==> src/rtl/ctrl_decode_pipe_if.sv <==
// ctrl_decode_pipe_if: bundles the fetch-side and execute-side valid/ready
// channels of the pipelined instruction decoder.
//    master : the environment (fetch producer + downstream consumer)
//    slave  : the decoder itself
interface ctrl_decode_pipe_if #(
   parameter int JADDR_W = 32
);
   logic               in_valid;
   logic               in_ready;
   logic [31:0]        instr;
   logic               out_valid;
   logic               out_ready;
   logic [24:0]        ctrl;
   logic [JADDR_W-1:0] jmp_addr;
   logic               jmp_flag;
   logic               illegal;

   modport master (
      output in_valid, instr, out_ready,
      input  in_ready, out_valid, ctrl, jmp_addr, jmp_flag, illegal
   );

   modport slave (
      input  in_valid, instr, out_ready,
      output in_ready, out_valid, ctrl, jmp_addr, jmp_flag, illegal
   );
endinterface

==> src/rtl/ctrl_decode_pipe.sv <==
// ctrl_decode_pipe: registered, handshaked instruction decoder.
// Decodes a 32-bit instruction into a packed 25-bit control word
//    {rs, rt, rd, WR_regfile, mux_imm_regB, ALU_sel[1:0], mul_start,
//     mux2_ALU, WR_mem, CS_WB_2, branch, jmp}
// held in a one-entry output register. Blocks input while the multiplier
// is busy and drops the word that follows a taken jump.
// Optional build macro:
//    CTRL_LOAD_USE_INTERLOCK_EN - adds the one-cycle load-use stall.
//    Without it no hazard tracking is built at all.
module ctrl_decode_pipe #(
   parameter int JADDR_W    = 32,
   parameter int MUL_CYCLES = 4
) (
   input  logic              clk,
   input  logic              rst_n,
   ctrl_decode_pipe_if.slave bus
);

   localparam int CNT_W = $clog2(MUL_CYCLES + 1);
   localparam logic [CNT_W-1:0] CNT_LOAD = CNT_W'(MUL_CYCLES - 1);

   // Opcodes and R-type function codes
   localparam logic [5:0] OP_LW   = 6'd40;
   localparam logic [5:0] OP_SW   = 6'd41;
   localparam logic [5:0] OP_BNE  = 6'd42;
   localparam logic [5:0] OP_ADDI = 6'd43;
   localparam logic [5:0] OP_ORI  = 6'd44;
   localparam logic [5:0] OP_J    = 6'd2;
   localparam logic [5:0] FN_ADD  = 6'd32;
   localparam logic [5:0] FN_SUB  = 6'd34;
   localparam logic [5:0] FN_MUL  = 6'd50;
   localparam logic [5:0] FN_AND  = 6'd36;
   localparam logic [5:0] FN_OR   = 6'd37;

   // Low ten control bits:
   //   WR_regfile, mux_imm_regB, ALU_sel[1:0], mul_start,
   //   mux2_ALU, WR_mem, CS_WB_2, branch, jmp
   // ALU_sel: 00 add, 01 sub, 10 and, 11 or.
   // mux2_ALU selects the ALU result (1) versus the multiplier (0).
   // CS_WB_2 selects the execute result (1) versus memory data (0).
   localparam logic [9:0] C_LW   = 10'b1_1_00_0_1_0_0_0_0;
   localparam logic [9:0] C_SW   = 10'b0_1_00_0_1_1_0_0_0;
   localparam logic [9:0] C_BNE  = 10'b0_0_01_0_1_0_0_1_0;
   localparam logic [9:0] C_ADDI = 10'b1_1_00_0_1_0_1_0_0;
   localparam logic [9:0] C_ORI  = 10'b1_1_11_0_1_0_1_0_0;
   localparam logic [9:0] C_J    = 10'b0_0_00_0_0_0_0_0_1;
   localparam logic [9:0] C_ADD  = 10'b1_0_00_0_1_0_1_0_0;
   localparam logic [9:0] C_SUB  = 10'b1_0_01_0_1_0_1_0_0;
   localparam logic [9:0] C_AND  = 10'b1_0_10_0_1_0_1_0_0;
   localparam logic [9:0] C_OR   = 10'b1_0_11_0_1_0_1_0_0;
   localparam logic [9:0] C_MUL  = 10'b1_0_00_1_0_0_1_0_0;

   localparam int B_MUL = 5;
   localparam int B_JMP = 0;

   typedef enum logic [1:0] {
      ST_RUN      = 2'd0,
      ST_MUL_WAIT = 2'd1,
      ST_SQUASH   = 2'd2
   } state_t;

   state_t              r_state;
   state_t              w_state_next;
   logic [CNT_W-1:0]    r_cnt;
   logic [CNT_W-1:0]    w_cnt_next;
   logic                r_sq_pend;
   logic                w_sq_pend_next;

   logic                r_out_valid;
   logic [24:0]         r_ctrl;
   logic [JADDR_W-1:0]  r_jaddr;
   logic                r_illegal;

   logic [5:0]          w_opcode;
   logic [5:0]          w_funct;
   logic [4:0]          w_rs;
   logic [4:0]          w_rt;
   logic [4:0]          w_rd;
   logic [4:0]          w_dec_rd;
   logic [9:0]          w_dec_bits;
   logic                w_dec_illegal;
   logic [24:0]         w_dec_ctrl;
   logic [JADDR_W-1:0]  w_dec_jaddr;

   logic                w_slot_open;
   logic                w_hazard;
   logic                w_xfer;
   logic                w_out_hs;
   logic                w_squash;

   assign w_opcode = bus.instr[31:26];
   assign w_funct  = bus.instr[5:0];
   assign w_rs     = bus.instr[25:21];
   assign w_rt     = bus.instr[20:16];
   assign w_rd     = bus.instr[15:11];

   // Combinational decode of the presented instruction
   always_comb begin
      w_dec_bits    = '0;
      w_dec_rd      = '0;
      w_dec_illegal = 1'b0;
      case (w_opcode)
         OP_LW:   begin w_dec_bits = C_LW;   w_dec_rd = w_rt; end
         OP_SW:   begin w_dec_bits = C_SW;   w_dec_rd = w_rs; end
         OP_BNE:  begin w_dec_bits = C_BNE;  w_dec_rd = '0;   end
         OP_ADDI: begin w_dec_bits = C_ADDI; w_dec_rd = w_rt; end
         OP_ORI:  begin w_dec_bits = C_ORI;  w_dec_rd = w_rt; end
         OP_J:    begin w_dec_bits = C_J;    w_dec_rd = '0;   end
         default: begin
            case (w_funct)
               FN_ADD:  begin w_dec_bits = C_ADD; w_dec_rd = w_rd; end
               FN_SUB:  begin w_dec_bits = C_SUB; w_dec_rd = w_rd; end
               FN_MUL:  begin w_dec_bits = C_MUL; w_dec_rd = w_rd; end
               FN_AND:  begin w_dec_bits = C_AND; w_dec_rd = w_rd; end
               FN_OR:   begin w_dec_bits = C_OR;  w_dec_rd = w_rd; end
               default: w_dec_illegal = 1'b1;
            endcase
         end
      endcase
   end

   // An undecodable word becomes a full NOP: no register fields leak through.
   assign w_dec_ctrl  = w_dec_illegal ? 25'd0 : {w_rs, w_rt, w_dec_rd, w_dec_bits};
   assign w_dec_jaddr = (w_opcode == OP_J) ? JADDR_W'(bus.instr[25:0]) : '0;

   // Handshake qualifiers. The squash slot must be able to accept its victim,
   // so input is open in both RUN and SQUASH; only MUL_WAIT closes it.
   assign w_out_hs    = r_out_valid && bus.out_ready;
   assign w_slot_open = (!r_out_valid || bus.out_ready) && (r_state != ST_MUL_WAIT);
   // A word is dropped if a jump is in SQUASH already, or is leaving the
   // output register in the very cycle the next word is accepted.
   assign w_squash    = (r_state == ST_SQUASH) || (w_out_hs && r_ctrl[B_JMP]);
   assign w_xfer      = bus.in_valid && w_slot_open && !w_hazard;

`ifdef CTRL_LOAD_USE_INTERLOCK_EN
   logic [4:0] r_last_lw_rt;
   logic       r_last_lw_vld;
   logic       w_is_lw;
   logic       w_uses_rt;
   logic [4:0] w_dec_rs;
   logic [4:0] w_dec_rt;

   // Decoded fields are zero for illegal words, so those never match.
   assign w_dec_rs  = w_dec_ctrl[24:20];
   assign w_dec_rt  = w_dec_ctrl[19:15];
   assign w_is_lw   = (w_opcode == OP_LW);
   // rt is a source for R-type, sw and bne; a destination for lw/addi/ori.
   assign w_uses_rt = !((w_opcode == OP_LW) || (w_opcode == OP_ADDI) ||
                        (w_opcode == OP_ORI) || (w_opcode == OP_J));

   // The squashed word is never executed, so it is exempt from the check.
   assign w_hazard  = bus.in_valid && (r_state == ST_RUN) && !w_squash &&
                      r_last_lw_vld && (r_last_lw_rt != 5'd0) &&
                      ((w_dec_rs == r_last_lw_rt) ||
                       (w_uses_rt && (w_dec_rt == r_last_lw_rt)));

   // Track the destination of the last issued lw for one issue slot; the
   // slot is spent either by the next issue or by one real stall cycle.
   always_ff @(posedge clk or negedge rst_n) begin
      if (!rst_n) begin
         r_last_lw_rt  <= '0;
         r_last_lw_vld <= 1'b0;
      end else if (w_xfer) begin
         r_last_lw_rt  <= w_dec_rt;
         r_last_lw_vld <= w_is_lw && !w_squash;
      end else if (w_hazard && w_slot_open) begin
         r_last_lw_vld <= 1'b0;
      end
   end
`else
   assign w_hazard = 1'b0;
`endif

   // One-entry output register; holds steady under backpressure
   always_ff @(posedge clk or negedge rst_n) begin
      if (!rst_n) begin
         r_out_valid <= 1'b0;
         r_ctrl      <= '0;
         r_jaddr     <= '0;
         r_illegal   <= 1'b0;
      end else if (w_xfer) begin
         if (w_squash) begin
            r_out_valid <= 1'b0;
         end else begin
            r_out_valid <= 1'b1;
            r_ctrl      <= w_dec_ctrl;
            r_jaddr     <= w_dec_jaddr;
            r_illegal   <= w_dec_illegal;
         end
      end else if (w_out_hs) begin
         r_out_valid <= 1'b0;
      end
   end

   // Sequencer state, multiplier countdown and deferred-squash flag
   always_ff @(posedge clk or negedge rst_n) begin
      if (!rst_n) begin
         r_state   <= ST_RUN;
         r_cnt     <= '0;
         r_sq_pend <= 1'b0;
      end else begin
         r_state   <= w_state_next;
         r_cnt     <= w_cnt_next;
         r_sq_pend <= w_sq_pend_next;
      end
   end

   // Next-state logic. A mul leaving starts MUL_WAIT; a j leaving arms SQUASH
   // unless its victim is accepted in the same cycle. A word that was already
   // in the output register when MUL_WAIT began may still leave during it: a
   // second mul restarts the countdown, a j defers SQUASH until the wait ends.
   always_comb begin
      w_state_next   = r_state;
      w_cnt_next     = r_cnt;
      w_sq_pend_next = r_sq_pend;
      case (r_state)
         ST_RUN: begin
            if (w_out_hs && r_ctrl[B_MUL]) begin
               w_state_next = ST_MUL_WAIT;
               w_cnt_next   = CNT_LOAD;
            end else if (w_out_hs && r_ctrl[B_JMP] && !w_xfer) begin
               w_state_next = ST_SQUASH;
            end
         end
         ST_MUL_WAIT: begin
            if (w_out_hs && r_ctrl[B_JMP]) begin
               w_sq_pend_next = 1'b1;
            end
            if (w_out_hs && r_ctrl[B_MUL]) begin
               w_cnt_next = CNT_LOAD;
            end else if (r_cnt == '0) begin
               w_state_next   = (r_sq_pend || (w_out_hs && r_ctrl[B_JMP])) ?
                                ST_SQUASH : ST_RUN;
               w_sq_pend_next = 1'b0;
            end else begin
               w_cnt_next = r_cnt - CNT_W'(1);
            end
         end
         ST_SQUASH: begin
            if (w_xfer) begin
               w_state_next = ST_RUN;
            end
         end
         default: begin
            w_state_next = ST_RUN;
         end
      endcase
   end

   assign bus.in_ready  = w_slot_open && !w_hazard;
   assign bus.out_valid = r_out_valid;
   assign bus.ctrl      = r_ctrl;
   assign bus.jmp_addr  = r_jaddr;
   assign bus.jmp_flag  = r_ctrl[B_JMP];
   assign bus.illegal   = r_illegal;

endmodule
==> src/flat_wrapper.sv <==
// flat-port wrapper written by rule: the top's interface ports become plain ports
module ctrl_decode_pipe_flat 
#(
   parameter int JADDR_W    = 32,
   parameter int MUL_CYCLES = 4
)
  (clk, rst_n, bus_in_valid, bus_instr, bus_out_ready, bus_in_ready, bus_out_valid, bus_ctrl, bus_jmp_addr, bus_jmp_flag, bus_illegal);
  ctrl_decode_pipe_if #(.JADDR_W(JADDR_W)) bus_i ();
  input  logic clk;
  input  logic rst_n;
  input wire logic [$bits(bus_i.in_valid)-1:0] bus_in_valid;
  input wire logic [$bits(bus_i.instr)-1:0] bus_instr;
  input wire logic [$bits(bus_i.out_ready)-1:0] bus_out_ready;
  output wire logic [$bits(bus_i.in_ready)-1:0] bus_in_ready;
  output wire logic [$bits(bus_i.out_valid)-1:0] bus_out_valid;
  output wire logic [$bits(bus_i.ctrl)-1:0] bus_ctrl;
  output wire logic [$bits(bus_i.jmp_addr)-1:0] bus_jmp_addr;
  output wire logic [$bits(bus_i.jmp_flag)-1:0] bus_jmp_flag;
  output wire logic [$bits(bus_i.illegal)-1:0] bus_illegal;
  assign bus_i.in_valid = bus_in_valid;
  assign bus_i.instr = bus_instr;
  assign bus_i.out_ready = bus_out_ready;
  assign bus_in_ready = bus_i.in_ready;
  assign bus_out_valid = bus_i.out_valid;
  assign bus_ctrl = bus_i.ctrl;
  assign bus_jmp_addr = bus_i.jmp_addr;
  assign bus_jmp_flag = bus_i.jmp_flag;
  assign bus_illegal = bus_i.illegal;
  ctrl_decode_pipe #(.JADDR_W(JADDR_W), .MUL_CYCLES(MUL_CYCLES)) u_core (.clk(clk), .rst_n(rst_n), .bus(bus_i));
endmodule
==> config.mk <==
export PLATFORM = sky130hd
export DESIGN_NAME = ctrl_decode_pipe_flat
export DESIGN_NICKNAME = d
export VERILOG_FILES = /design/src/rtl/ctrl_decode_pipe_if.sv /design/src/rtl/ctrl_decode_pipe.sv /design/src/flat_wrapper.sv
export SDC_FILE = /design/constraint.sdc
export NUM_CORES = 1
export LEC_CHECK = 0
export CELL_PAD_IN_SITES_DETAIL_PLACEMENT = 0
export CELL_PAD_IN_SITES_GLOBAL_PLACEMENT = 1
export CORE_ASPECT_RATIO = 1.2
export CORE_MARGIN = 5
export CORE_UTILIZATION = 33
export DETAILED_ROUTE_END_ITERATION = 6
export GPL_TIMING_DRIVEN = 0
export PLACE_DENSITY = 0.85
export RECOVER_POWER = 50
export SYNTH_ARGS = -nofsm -noshare
export SYNTH_HDL_FRONTEND = slang
export SYNTH_SLANG_ARGS = --single-unit
==> constraint.sdc <==
create_clock -name clk -period 1.7 [get_ports clk]
set_clock_uncertainty 0.15 [all_clocks]
set_input_delay 0.34 -clock clk [delete_from_list [all_inputs] [get_ports clk]]
set_output_delay 0.34 -clock clk [all_outputs]
set_load 0.01 [all_outputs]
# ---- After elaboration in Yosys (flattened, before gate mapping)
# Index checks and enable logic that the tools add are counted.
dict set report classes {
  mul 0
  n_addsub 1
  n_reduce_logical 22
  bitwise 1
  mux 25
  eq_ne 20
  div 0
  n_shift 0
  order_cmp 0
}
# cell count
set ops {}
lappend ops {{$eq A6 B6 Y1 const B} 10}
lappend ops {{$pmux W10 S6} 1}
lappend ops {{$pmux W10 S5} 1}
lappend ops {{$mux W26} 1}
lappend ops {{$mux W25} 1}
lappend ops {{$pmux W5 S3} 1}
lappend ops {{$mux W2} 6}
lappend ops {{$mux W3} 3}
lappend ops {{$mux W1} 8}
lappend ops {{$ne A2 B1 Y1 const B} 4}
lappend ops {{$eq A6 B2 Y1 const B} 1}
lappend ops {{$logic_and A1 B1 Y1} 6}
lappend ops {{$pmux W2 S3} 1}
lappend ops {{$pmux W3 S2} 1}
lappend ops {{$reduce_or A6 Y1} 1}
lappend ops {{$mux W5} 1}
lappend ops {{$reduce_or A5 Y1} 1}
lappend ops {{$reduce_and A4 Y1} 1}
lappend ops {{$reduce_bool A2 Y1} 2}
lappend ops {{$logic_not A3 Y1} 1}
lappend ops {{$logic_or A1 B1 Y1} 3}
lappend ops {{$ne A3 B1 Y1 const B} 1}
lappend ops {{$ne A3 B2 Y1 const B} 1}
lappend ops {{$reduce_and A3 Y1} 1}
lappend ops {{other kinds (10)} 11}
dict set report totals {
  ramBits 0
  register_bits 65
  latch_bits 0
  wordCells 76
  mem_count 0
  mem_bits_ro 0
  in_bits 36
  output_inout_bits 61
}

# ---- Longest topological paths before layout
dict set report logic_depth {
  ltp_word 9
  depth_mapped 7
  ltp_nobuf 7
}

# ---- Least setup slack after synthesis
# No wires, ideal clock.
dict set report synth_timing {
  path_type {in2reg}
  startpoint {in bus_instr[29]}
  endpoint {reg u_core.r_ctrl[4], in the netlist u_core.bus.ctrl[4]}
  arrival_time_ns 1.407
  path_stages 4
  path_buffers 0
  setup_slack_ns 0.012
  required_ns 1.418
  setup_ns 0.132
  cell_sequence {or3_4 > or3_4 > a211oi_2 > o21ai_1}
}
dict set report synth_between {
  elab_chain_cells 4
  word_cells_on_any_way 10
  classes_between {6 x eq/ne; 3 x mux; 1 x reduce/logical}
}
# element line
set synth_lines {}
lappend synth_lines {{start, declared} flat_wrapper.sv:12} ;# input wire logic [$bits(bus_i.instr)-1:0] bus_instr;
lappend synth_lines {{$eq A6 B6 Y1 or $eq A6 B2 Y1 (tied branches)} ctrl_decode_pipe.sv:102} ;# case (w_opcode)
lappend synth_lines {{$reduce_or A6 Y1 (no source line)} n/a}
lappend synth_lines {{$mux W1} ctrl_decode_pipe.sv:102}
lappend synth_lines {{$mux W25 (*)} ctrl_decode_pipe.sv:123} ;# assign w_dec_ctrl = w_dec_illegal ? 25'd0 : {w_rs, w_rt, w_dec_rd, w_dec_bits};
lappend synth_lines {{end signal, assigned} ctrl_decode_pipe.sv:186} ;# r_ctrl <= w_dec_ctrl;
lappend synth_lines {{end, declared} ctrl_decode_pipe.sv:70} ;# logic [24:0] r_ctrl;
# Mark *: on every way between the ends. The rest lies on a longest branch, timed or not.
# A chain may end at the register's enable or synchronous reset.

# ---- Worst setup path in the final report
dict set report layout_timing {
  startpoint {reg u_core.r_state[1]}
  endpoint {reg u_core.r_ctrl[13], in the netlist u_core.bus.ctrl[13]}
}
dict set report layout_between {
  elab_chain_cells 4
  word_cells_on_any_way 7
  classes_between {2 x eq/ne; 1 x bitwise; 4 x reduce/logical}
}
# element line
set layout_lines {}
lappend layout_lines {{start, declared} ctrl_decode_pipe.sv:62} ;# state_t r_state;
lappend layout_lines {{start signal, assigned} ctrl_decode_pipe.sv:202} ;# r_state <= w_state_next;
lappend layout_lines {{$ne A2 B1 Y1 or $eq A2 B2 Y1 (tied branches)} {ctrl_decode_pipe.sv:129, ctrl_decode_pipe.sv:132}}
lappend layout_lines {{$logic_and A1 B1 Y1 or $logic_or A1 B1 Y1 (tied branches)} {ctrl_decode_pipe.sv:129, ctrl_decode_pipe.sv:132}}
lappend layout_lines {{$logic_and A1 B1 Y1 or $not A1 Y1 (tied branches)} n/a}
lappend layout_lines {{$reduce_and A2 Y1 (no source line) (*)} n/a}
# Marked as above.

==> impl_metrics.env <==
export IMPL_grt_pass1_vias=2733
export IMPL_min_path_cells=3
export IMPL_min_to="u_core.bus.jmp_addr[0]$_DFFE_PN0P_"
export IMPL_peakVddDrop_uv=434
export IMPL_pwr_share_seq=0.434
export IMPL_combPwrFrac=0.205
export IMPL_n_antenna_cell=0
export IMPL_cts_root_buf="clkbuf_8"
export IMPL_finalHoldViolCount=0
export IMPL_final_cell_mix="nand2_1 (86), dlygate4sd2_1 (61), dfrtp_1 (57), nand3_1 (28), clkdlybuf4s50_1 (23)"
export IMPL_internal_power_mw=2.54
export IMPL_path_cells="xnor2_2 > o211ai_1 > buf_4 > buf_6 > a221oi_4 > a21oi_1"
export IMPL_ant_nets=0
export IMPL_p_leak_nw=2.26
export IMPL_io_pins=97
export IMPL_tns_ps=0
export IMPL_synth_edf_count=0
export IMPL_period_minus_slack_ps=1690
export IMPL_wl_per_cell_um=15.5
export IMPL_drcViolationCount=0
export IMPL_max_slew_margin=0.436
export IMPL_worstSetupEndpointType="flop"
export IMPL_vias_per_cell=4.81
export IMPL_slew_viol_final=0
export IMPL_globalplace_congestion=0.799
export IMPL_num_fill_cells=833
export IMPL_cp_slowest_stage_delay_ps=480
export IMPL_syn_area_sq_um=2850
export IMPL_area_growth_pct=55.2
export IMPL_grt_ovfl_total=0
export IMPL_clockPowerShare=0.362
export IMPL_initial_core_util=0.334
export IMPL_ff2ff_setup_slack_ps=8
export IMPL_fmax_mhz=591
export IMPL_regArea_sq_um=1480
export IMPL_hp_start="bus_instr[0]"
export IMPL_grt_max_degree=34
export IMPL_finalPower_mw=3.54
export IMPL_routed_top_layer="met4"
export IMPL_cts_tree="yes"
export IMPL_htree_levels=3
export IMPL_fin_nets=464
export IMPL_clock_latency_ps=340
export IMPL_switching_share=0.282
export IMPL_routedLengthMet1_um=3680
export IMPL_holdCritPathClass="in -> reg"
export IMPL_wl_um=8490
export IMPL_postSynthCellCount=305
export IMPL_reg2reg_to="u_core.bus.ctrl[13]$_DFFE_PN0P_"
export IMPL_hpwl_um=6070
export IMPL_port_buffers=90
export IMPL_cts_sinks=59
export IMPL_clkTransAtPathRegs_ps=70
export IMPL_layout_drive_gt1_share=0.225
export IMPL_wl_met3_um=531
export IMPL_initialDrtViolationCount=148
export IMPL_layout_commonest_cell="nand2_1"
export IMPL_multi_input_area_sq_um=1430
export IMPL_cp_arrival_ps=1760
export IMPL_dieArea_sq_um=10600
export IMPL_status="finished, final reports clean"
export IMPL_num_rows=37
export IMPL_worstSetupStartpointType="flop"
export IMPL_die_w_um=94.8
export IMPL_grt_usage=0.164
export IMPL_antenna_found_initial=0
export IMPL_yosysWarnings=0
export IMPL_crit_slowest_cell="dfrtp_2"
export IMPL_synth_ff_type="dfrtp_1"
export IMPL_grt_first_pass_wirelength_um=13700
export IMPL_firstDrtPassIters=4
export IMPL_syn_area_per_cell_sq_um=9.34
export IMPL_ys_ff_latch=59
export IMPL_die_h_um=112
export IMPL_clockBufferDepth=2
export IMPL_vias=2637
export IMPL_p_sw_uw=998
export IMPL_worstPathMaxFanout=5
export IMPL_cp_required_ps=1770
export IMPL_path_class="reg -> reg"
export IMPL_drv_cap=0
export IMPL_cts_buffers=9
export IMPL_rsz0062_at_grt="yes"
export IMPL_async_flop_share=1.00
export IMPL_ys_seq_area_frac=0.518
export IMPL_reg2reg_depth=6
export IMPL_core_region_area_sq_um=8520
export IMPL_route_met2_wl_um=4170
export IMPL_p_per_area_nw_per_um2=800
export IMPL_finalCritPeriodShare=0.995
export IMPL_synth_distinct_cells=52
export IMPL_tightest_slew_ps=847
export IMPL_setup_violations=0
export IMPL_r2r_start="u_core.r_state[1]$_DFFE_PN0P_"
==> cell type report <==
cell class / count / share of cell area
Inverter: 8 / 0.00679
Timing Repair Buffer: 105 / 0.213
Tap cell: 117 / 0.0331
Clock buffer: 11 / 0.0320
Clock inverter: 5 / 0.0119
Sequential cell: 59 / 0.335
Buffer: 21 / 0.0439
Multi-Input combinational cell: 222 / 0.324
==> power groups by stage <==
stage	logic, mW	registers [mW]	clock network (mW)
3_5_place_dp	0.663	1.57	0
2_1_floorplan	0.264	1.59	0
5_1_grt	0.795	1.54	1.37
4_1_cts	0.675	1.53	1.30
3_3_place_gp	0.651	1.56	0
6_report	0.725	1.53	1.28
==> worst max-delay path by stage <==
| stage | start | endpoint | slack, ps | depth (start not counted) |
|---|---|---|---|---|
| 3_5_place_dp | bus_instr[27] | u_core.bus.ctrl[14]$_DFFE_PN0P_ | -710 | 5 |
| 5_1_grt | u_core.bus.ctrl[0]$_DFFE_PN0P_ | u_core.bus.ctrl[13]$_DFFE_PN0P_ | -60 | 7 |
| 4_1_cts | u_core.r_state[1]$_DFFE_PN0P_ | u_core.bus.ctrl[13]$_DFFE_PN0P_ | -40 | 6 |
| 6_report | u_core.r_state[1]$_DFFE_PN0P_ | u_core.bus.ctrl[13]$_DFFE_PN0P_ | 8 | 6 |
| 2_1_floorplan | bus_instr[29] | u_core.bus.ctrl[4]$_DFFE_PN0P_ | 10 | 4 |
| 3_3_place_gp | rst_n | u_core.bus.jmp_addr[10]$_DFFE_PN0P_ | -1810 | 1 |
==> synth_stat cells, types with 2 or more instances <==
library cell	instances	share of area
nand2_1	86	0.11
dfrtp_1	59	0.52
nand3_1	28	0.049
a21oi_1	16	0.028
o21ai_1	11	0.019
nor2_1	9	0.012
buf_4	8	0.021
inv_1	8	0.011
a221oi_1	6	0.018
buf_2	6	0.011
o21ai_0	6	0.011
clkbuf_1	5	0.0066
nand2b_1	4	0.0088
nand3_2	4	0.014
nand3b_1	4	0.011
nor2b_1	3	0.0066
nor3_1	3	0.0053
buf_6	2	0.0079
ha_1	2	0.0088
mux2_2	2	0.0079
or3_4	2	0.0079
==> metrics by stage <==
stage	instance area (sq um)	setup WS [ps]	utilization	hold slack (ps)	instances
after floorplan	2870	11.5	-	-106	310
after global placement	3920	-1810	0.460	299	517
after detailed placement	3930	-708	0.461	309	518
after CTS	4290	-43.9	0.503	282	544
after global routing	4420	-63.5	0.519	210	548
final	4420	8.11	0.519	180	548
==> cell families after synthesis <==
logic type                 after synthesis  synth area share
adders and majority gates                2           0.00878
DFF                                     59             0.518
muxes                                    2           0.00790
other                                    1           0.00132
buffers and inverters                   29            0.0567
AOI/OAI and AO/OA                       54             0.129
and+or+nand+nor                        157             0.275
xor gates and xnor gates                 1           0.00307
==> worst max-delay path, delay by kind of cell, from the launching register on <==
| family | cells | cell delay [ps] |
|---|---|---|
| buf+inv | 2 | 310 |
| flops | 1 | 480 |
| xor+xnor | 1 | 170 |
| compound gates | 3 | 480 |
==> timing repair <==
action | in CTS | in global routing
setup buffers | 8 | 4
gates resized for setup | 113 | 29
gates cloned | 1 | 0
pin swaps | 7 | 6
endpoints found under the hold margin | 32 | 0
endpoints found under the setup margin | 110 | 52
hold buffers | 1 | 0
==> state kept, by name, summed over array words and instances (netlist names) <==
name                  flops
u_core.r_sq_pend          1
u_core.bus.out_valid      1
u_core.r_state            2
u_core.bus.ctrl          25
u_core.bus.jmp_addr      26
u_core.r_cnt              3
u_core.bus.illegal        1
==> per-layer routing <==
| layer | up-vias | GRT usage |
|---|---|---|
| met5 | - | 0 |
| met4 | 0 | 0.0549 |
| met3 | 10 | 0.0385 |
| met2 | 80 | 0.269 |
| met1 | 1268 | 0.211 |
| li1 | 1279 | - |
No activity file was read; power rests on OpenSTA's default activity.
